**config.mk**
```make
export PLATFORM = sky130hd
export DESIGN_NAME = mem_port_arbiter
export DESIGN_NICKNAME = d
export VERILOG_FILES = /design/src/rtl/mem_port_arbiter.sv
export SDC_FILE = /design/constraint.sdc
export NUM_CORES = 1
export LEC_CHECK = 0
export ABC_AREA = 1
export ABC_CLOCK_PERIOD_IN_PS = 15600
export CAP_MARGIN = 20
export CORE_AREA = 5 5 215 217
export DETAILED_ROUTE_END_ITERATION = 10
export DIE_AREA = 0 0 220 222
export DONT_BUFFER_PORTS = 1
export PLACE_DENSITY = 0.57
export SETUP_SLACK_MARGIN = 0.05
export SYNTH_ARGS = -nofsm -noshare
export SYNTH_HDL_FRONTEND = slang
export SYNTH_SLANG_ARGS = --single-unit
```
**constraint.sdc**
```tcl
create_clock -name clk_i -period 15.6 [get_ports clk_i]
set_input_delay 3.9 -clock clk_i [delete_from_list [all_inputs] [get_ports clk_i]]
set_output_delay 3.9 -clock clk_i [all_outputs]
set_load 0.01 [all_outputs]
```
**src/rtl/mem_port_arbiter.sv**
```systemverilog
// Arbitrates one unified memory between fetch and data ports, with req/ack backend handshake and timeout.
// Latency: done 2 cycles after grant with same-cycle ack, 1 cycle on address error; 1 access per 3 cycles.
module mem_port_arbiter #(
    parameter logic [63:0] ADDR_LIMIT = 64'd8192,
    parameter int          TIMEOUT    = 16,
    parameter int          STARVE_LIM = 4
) (
    input  logic        clk_i,
    input  logic        rst_i,
    input  logic        if_req_i,
    input  logic [63:0] if_addr_i,
    output logic [79:0] if_rdata_o,
    output logic        if_done_o,
    output logic        if_err_o,
    output logic        if_stall_o,
    input  logic        dm_req_i,
    input  logic        dm_we_i,
    input  logic [63:0] dm_addr_i,
    input  logic [63:0] dm_wdata_i,
    output logic [63:0] dm_rdata_o,
    output logic        dm_done_o,
    output logic        dm_err_o,
    output logic        dm_stall_o,
    output logic        mem_req_o,
    output logic        mem_we_o,
    output logic [63:0] mem_addr_o,
    output logic [63:0] mem_wdata_o,
    input  logic [79:0] mem_rdata_i,
    input  logic        mem_ack_i
);

    localparam int TIMER_W  = $clog2(TIMEOUT + 1);
    localparam int STARVE_W = $clog2(STARVE_LIM + 1);
    localparam logic [TIMER_W-1:0]  TIMER_MAX  = TIMER_W'(TIMEOUT - 1);
    localparam logic [STARVE_W-1:0] STARVE_MAX = STARVE_W'(STARVE_LIM);

    typedef enum logic [1:0] {IDLE, BUSY_IF, BUSY_DM, RESP} state_t;

    state_t              state;
    logic [TIMER_W-1:0]  timer;
    logic [STARVE_W-1:0] starve_cnt;

    logic [64:0] if_end;
    logic [64:0] dm_end;
    logic        if_ok;
    logic        dm_ok;
    logic        grant_if;

    // 65-bit sums so an address near 2^64 cannot wrap into range
    assign if_end   = {1'b0, if_addr_i} + 65'd10;
    assign dm_end   = {1'b0, dm_addr_i} + 65'd8;
    assign if_ok    = if_end <= {1'b0, ADDR_LIMIT};
    assign dm_ok    = dm_end <= {1'b0, ADDR_LIMIT};
    assign grant_if = if_req_i && (!dm_req_i || starve_cnt == STARVE_MAX);

    assign if_stall_o = if_req_i & ~if_done_o;
    assign dm_stall_o = dm_req_i & ~dm_done_o;

    always_ff @(posedge clk_i or posedge rst_i) begin
        if (rst_i) begin
            state       <= IDLE;
            timer       <= '0;
            starve_cnt  <= '0;
            if_rdata_o  <= '0;
            if_done_o   <= 1'b0;
            if_err_o    <= 1'b0;
            dm_rdata_o  <= '0;
            dm_done_o   <= 1'b0;
            dm_err_o    <= 1'b0;
            mem_req_o   <= 1'b0;
            mem_we_o    <= 1'b0;
            mem_addr_o  <= '0;
            mem_wdata_o <= '0;
        end else begin
            if_done_o <= 1'b0;
            if_err_o  <= 1'b0;
            dm_done_o <= 1'b0;
            dm_err_o  <= 1'b0;
            case (state)
                IDLE: begin
                    if (grant_if) begin
                        starve_cnt <= '0;
                        if (if_ok) begin
                            mem_req_o  <= 1'b1;
                            mem_we_o   <= 1'b0;
                            mem_addr_o <= if_addr_i;
                            timer      <= '0;
                            state      <= BUSY_IF;
                        end else begin
                            if_done_o <= 1'b1;
                            if_err_o  <= 1'b1;
                            state     <= RESP;
                        end
                    end else if (dm_req_i) begin
                        if (!if_req_i)
                            starve_cnt <= '0;
                        else if (starve_cnt != STARVE_MAX)
                            starve_cnt <= starve_cnt + 1'b1;
                        if (dm_ok) begin
                            mem_req_o   <= 1'b1;
                            mem_we_o    <= dm_we_i;
                            mem_addr_o  <= dm_addr_i;
                            mem_wdata_o <= dm_wdata_i;
                            timer       <= '0;
                            state       <= BUSY_DM;
                        end else begin
                            dm_done_o <= 1'b1;
                            dm_err_o  <= 1'b1;
                            state     <= RESP;
                        end
                    end
                end
                BUSY_IF, BUSY_DM: begin
                    if (mem_ack_i) begin
                        mem_req_o <= 1'b0;
                        state     <= RESP;
                        if (state == BUSY_IF) begin
                            if_rdata_o <= mem_rdata_i;
                            if_done_o  <= 1'b1;
                        end else begin
                            if (!mem_we_o)
                                dm_rdata_o <= mem_rdata_i[63:0];
                            dm_done_o <= 1'b1;
                        end
                    end else if (timer == TIMER_MAX) begin
                        mem_req_o <= 1'b0;
                        state     <= RESP;
                        if (state == BUSY_IF) begin
                            if_done_o <= 1'b1;
                            if_err_o  <= 1'b1;
                        end else begin
                            dm_done_o <= 1'b1;
                            dm_err_o  <= 1'b1;
                        end
                    end else begin
                        timer <= timer + 1'b1;
                    end
                end
                RESP: state <= IDLE;
                default: state <= IDLE;
            endcase
        end
    end

endmodule

```
# Yosys cells after proc, flatten, opt, wreduce, memory -nomap -nowiden
# Cells that the tools add are included.
# totals
regBits	288
input_bits	278
out_inout_bits	280
wordCells	106
# op_classes
addsub	4
magnitude_cmp	2
eq_ne	14
mux	50
bitwise_logic	7
n_reduce_logical	16
# ops
cell	count
64-bit two-way mux	4
64-bit by 4-bit adder with 65-bit output (second input constant)	2
65-bit by 14-bit <= comparator with 1-bit output (second input constant)	2
5-bit two-way mux	6
1-bit two-way mux	24
3-bit inequality test (second input constant)	5
3-bit two-way mux	4
4-bit AND reduction	3
2-bit two-way mux	5
1-bit one-hot mux with 2 select lines	5
5-bit one-hot mux with 2 select lines	1
2-bit inequality test (second input constant)	3
2-bit one-hot mux with 3 select lines	1
3-bit AND reduction	2
6-bit AND reduction	1
2-bit nonzero test	3
5-bit by 1-bit adder with 5-bit output (second input constant)	1
5-bit by 4-bit == test with 1-bit output (second input constant)	1
1-bit NOT	5
5-bit AND reduction	1
2-bit == test (second input constant)	2
3-bit by 1-bit adder with 3-bit output (second input constant)	1
3-bit == test (second input constant)	1
3-bit by 1-bit inequality test with 1-bit output (second input constant)	1
other kinds (8)	9

# Logic depth before layout (Yosys ltp)
# logic_depth
word_depth	6
mapped_depth	23
ltp_nobuf	22

# Least setup slack after synthesis
# OpenSTA, ideal clock, no wires.
# synth_timing
path_type	input port to output port
startpoint	input port dm_req_i
endpoint	output port dm_stall_o
arrival_ns	4.110
required_ns	11.700
setup_slack_ns	7.590
stages	2
path_buffers	0
path_cell_list	inv_1 -> nor2_1
# synth_via
elab_chain_len	1
# synth_lines
item	line	text
from (decl)	16	input logic dm_req_i,
1-bit bitwise AND	57	assign dm_stall_o = dm_req_i & ~dm_done_o;
to (decl)	23	output logic dm_stall_o,
# No other way between the ends.

# Worst setup path in the final report
# Same ends and word-level chain as after synthesis.

==> impl_metrics.env <==
export IMPL_status="complete, no violations"
export IMPL_worstSetupEndpointType="primary output"
export IMPL_initialDrtViolationCount=1174
export IMPL_p_int_w=0.00152
export IMPL_hold_violations=0
export IMPL_final_cell_mix="nand2_1, nor2_1, dfrtp_1"
export IMPL_skew_ns=0.00927
export IMPL_start_kind="input pin"
export IMPL_cts_resized=0
export IMPL_fin_crit_sh_pct=51.7
export IMPL_io_pin_count=558
export IMPL_max_freq_ghz=0.124
export IMPL_cts_root_buf="clkbuf_16"
export IMPL_fp_dieW_um=220
export IMPL_stdcell_area_um2=17200
export IMPL_synthXorXnorAreaFrac_pct=3.07
export IMPL_grt_max_degree=182
export IMPL_crit_arrival_ns=4.17
export IMPL_ctsHoldBuffers=0
export IMPL_vdd_drop_max_mv=0.0750
export IMPL_muxShareOfSynthArea_pct=1.15
export IMPL_p_leak_nw=8.59
export IMPL_slew_headroom_pct=30.2
export IMPL_ys_seq_area_share_pct=46.0
export IMPL_nNetsFinal=2466
export IMPL_antenna_found_initial=7
export IMPL_p_clk_share_pct=30.4
export IMPL_layout_commonest_cell="nand2_1"
export IMPL_io_buffers=0
export IMPL_firstDrtPassIters=5
export IMPL_p_comb_share_pct=18.9
export IMPL_cts_made_buffers=29
export IMPL_core_area_um2=43900
export IMPL_hold_class="flip-flop to flip-flop"
export IMPL_required_ns=11.70
export IMPL_syn_num_nets=2488
export IMPL_fin_crit_ns=8.07
export IMPL_p_total_w=0.00236
export IMPL_fin_hold_ws_ns=0.486
export IMPL_die_area_um2=48800
export IMPL_drc=0
export IMPL_tritoncts="done"
export IMPL_tightestPinTransition_ns=1.05
export IMPL_setup_viol=0
export IMPL_syn_cell_area_um2=15700
export IMPL_vias=14000
export IMPL_p_sw_share_pct=35.6
export IMPL_fin_util_pct=39.2
export IMPL_p_switching_w=0.000839
export IMPL_synthArstFlopShare_pct=100
export IMPL_worstPathMaxFanout=4
export IMPL_synthSimpleGateAreaFrac_pct=35.4
export IMPL_ant_nets=0
export IMPL_yosysWarnings=0
export IMPL_avgRoutedWirePerCell_um=20.1
export IMPL_die_h_um=222
export IMPL_r2r_slack_ns=12.72
export IMPL_syn_instance_count=2200
export IMPL_clock_latency_ns=0.54
export IMPL_floorplan_initialDensity_pct=35.7
export IMPL_drive_gt1_share_pct=4.55
export IMPL_cts_setup_buffers=0
export IMPL_slew_viol_final=0
export IMPL_worst_path_buf_inv=1
export IMPL_synth_compound_area_share_pct=5.71
export IMPL_viasPerCell=5.03
export IMPL_ys_flop_type="dfrtp_1"
export IMPL_rows=77
export IMPL_crit_type="input pin to primary output"
export IMPL_rsz0062_at_grt="no"
export IMPL_synth_top_family_by_area="simple AND/OR/NAND/NOR gates"
export IMPL_slowest_delay_ns=0.20
export IMPL_timing_max_cap_violations=0
export IMPL_power_density_nw_per_um2=137
export IMPL_syn_area_per_cell_um2=7.13
export IMPL_grt_pass1_wl_um=82800
export IMPL_gp_congestion=0.979
export IMPL_placed_area_um2=16200
export IMPL_fin_setup_tns_ns=0
export IMPL_grt_pass1_vias=13400
export IMPL_areaGrowthSynthToFinish_pct=9.90
export IMPL_htreeDepth=1
export IMPL_clock_sinks=288
export IMPL_grt_util_all_layers_pct=21.7
export IMPL_crit_chain="inv_1 > nor2_1"
export IMPL_gr_total_overflow=0
export IMPL_crit_path_top_delay_cell="nor2_1"
export IMPL_synth_seq_cells=288
export IMPL_synth_edff_count=0
export IMPL_pwr_share_seq_pct=50.7
export IMPL_clockBufferDepth=3
export IMPL_critical_path_top_delay_family="simple AND/OR/NAND/NOR gates"
export IMPL_post_dp_hpwl_um=45700
export IMPL_synth_fa_ha_area_share_pct=0.798
export IMPL_totalWireLength_um=56100
export IMPL_path_clk_slew_ns=0.06
export IMPL_synth_distinct_cells=33
==> through the flow <==
step	worst slack (ns)	std cells
finish	7.53	2794
global route	7.52	2793
CTS	7.54	2791
detailed placement	7.54	2739
global placement	7.53	2738
floorplan	3.75	2200
==> worst paths after layout <==
path	startpoint	end	cells past startpoint
min in group asynchronous	rst_i	mem_addr_o[33]	1
worst max-delay path	dm_req_i	dm_stall_o	2
max in group asynchronous	rst_i	mem_wdata_o[38]	2
worst min-delay path	timer[4]	timer[4]	2
worst min register to register	timer[4]	timer[4]	2
worst max register to register	state[0]	if_rdata_o[65]	7
==> logic make-up (layout without fill, tap and decap cells) <==
group | count (synthesis) | after routing
other cells | 0 | 3
buf+inv | 310 | 309
compound gates | 175 | 175
flops | 288 | 288
fa+ha+maj | 10 | 10
simple gates | 1346 | 1346
mux | 16 | 16
xor+xnor | 55 | 55
==> power by group through the flow <==
stage	registers [W]	clock network (W)	logic (W)
finish	0.00120	0.000717	0.000447
global route	0.00122	0.000767	0.000526
CTS	0.00120	0.000737	0.000452
detailed placement	0.00121	0	0.000449
global placement	0.00121	0	0.000436
floorplan	0.00112	0	0.000358
==> cells in the mapped netlist (9+ instances only) <==
library cell / number / area (um^2)
a21oi_1: 10 / 50.1
buf_2: 9 / 45.0
clkbuf_1: 41 / 154
dfrtp_1: 288 / 7210
ha_1: 10 / 125
inv_1: 246 / 923
mux2_2: 16 / 180
nand2_1: 756 / 2840
nand3_1: 158 / 791
nand3b_1: 17 / 128
nand4_1: 37 / 231
nor2_1: 327 / 1230
nor2_2: 10 / 62.6
nor3_1: 21 / 105
o21ai_0: 150 / 751
xnor2_1: 23 / 201
xor2_1: 32 / 280
==> layout make-up <==
cell class              instances  area (um^2)
inverters                     249          945
well taps                     592          741
multi-input cells            1602         7270
clock buffers                  42          825
diodes                          3         7.51
clock inverters                10          161
fillers                      4693        26700
flip-flops and latches        288         7210
repair buffers                  8         85.1
==> flip-flops by register name, indices dropped and copies added (netlist names), 2 cells and up <==
signal	cells
mem_addr_o	64
mem_wdata_o	64
timer	5
dm_rdata_o	64
starve_cnt	3
state	2
if_rdata_o	80
==> layer usage <==
metal	up-vias	track usage (%)	routed length (um)
met5	-	0	39
met4	4	7.33	2060
met3	107	8.55	6450
met2	572	37.2	27200
met1	6544	24.7	20400
li1	6822	-	-
No activity file was read; power rests on OpenSTA's default activity.
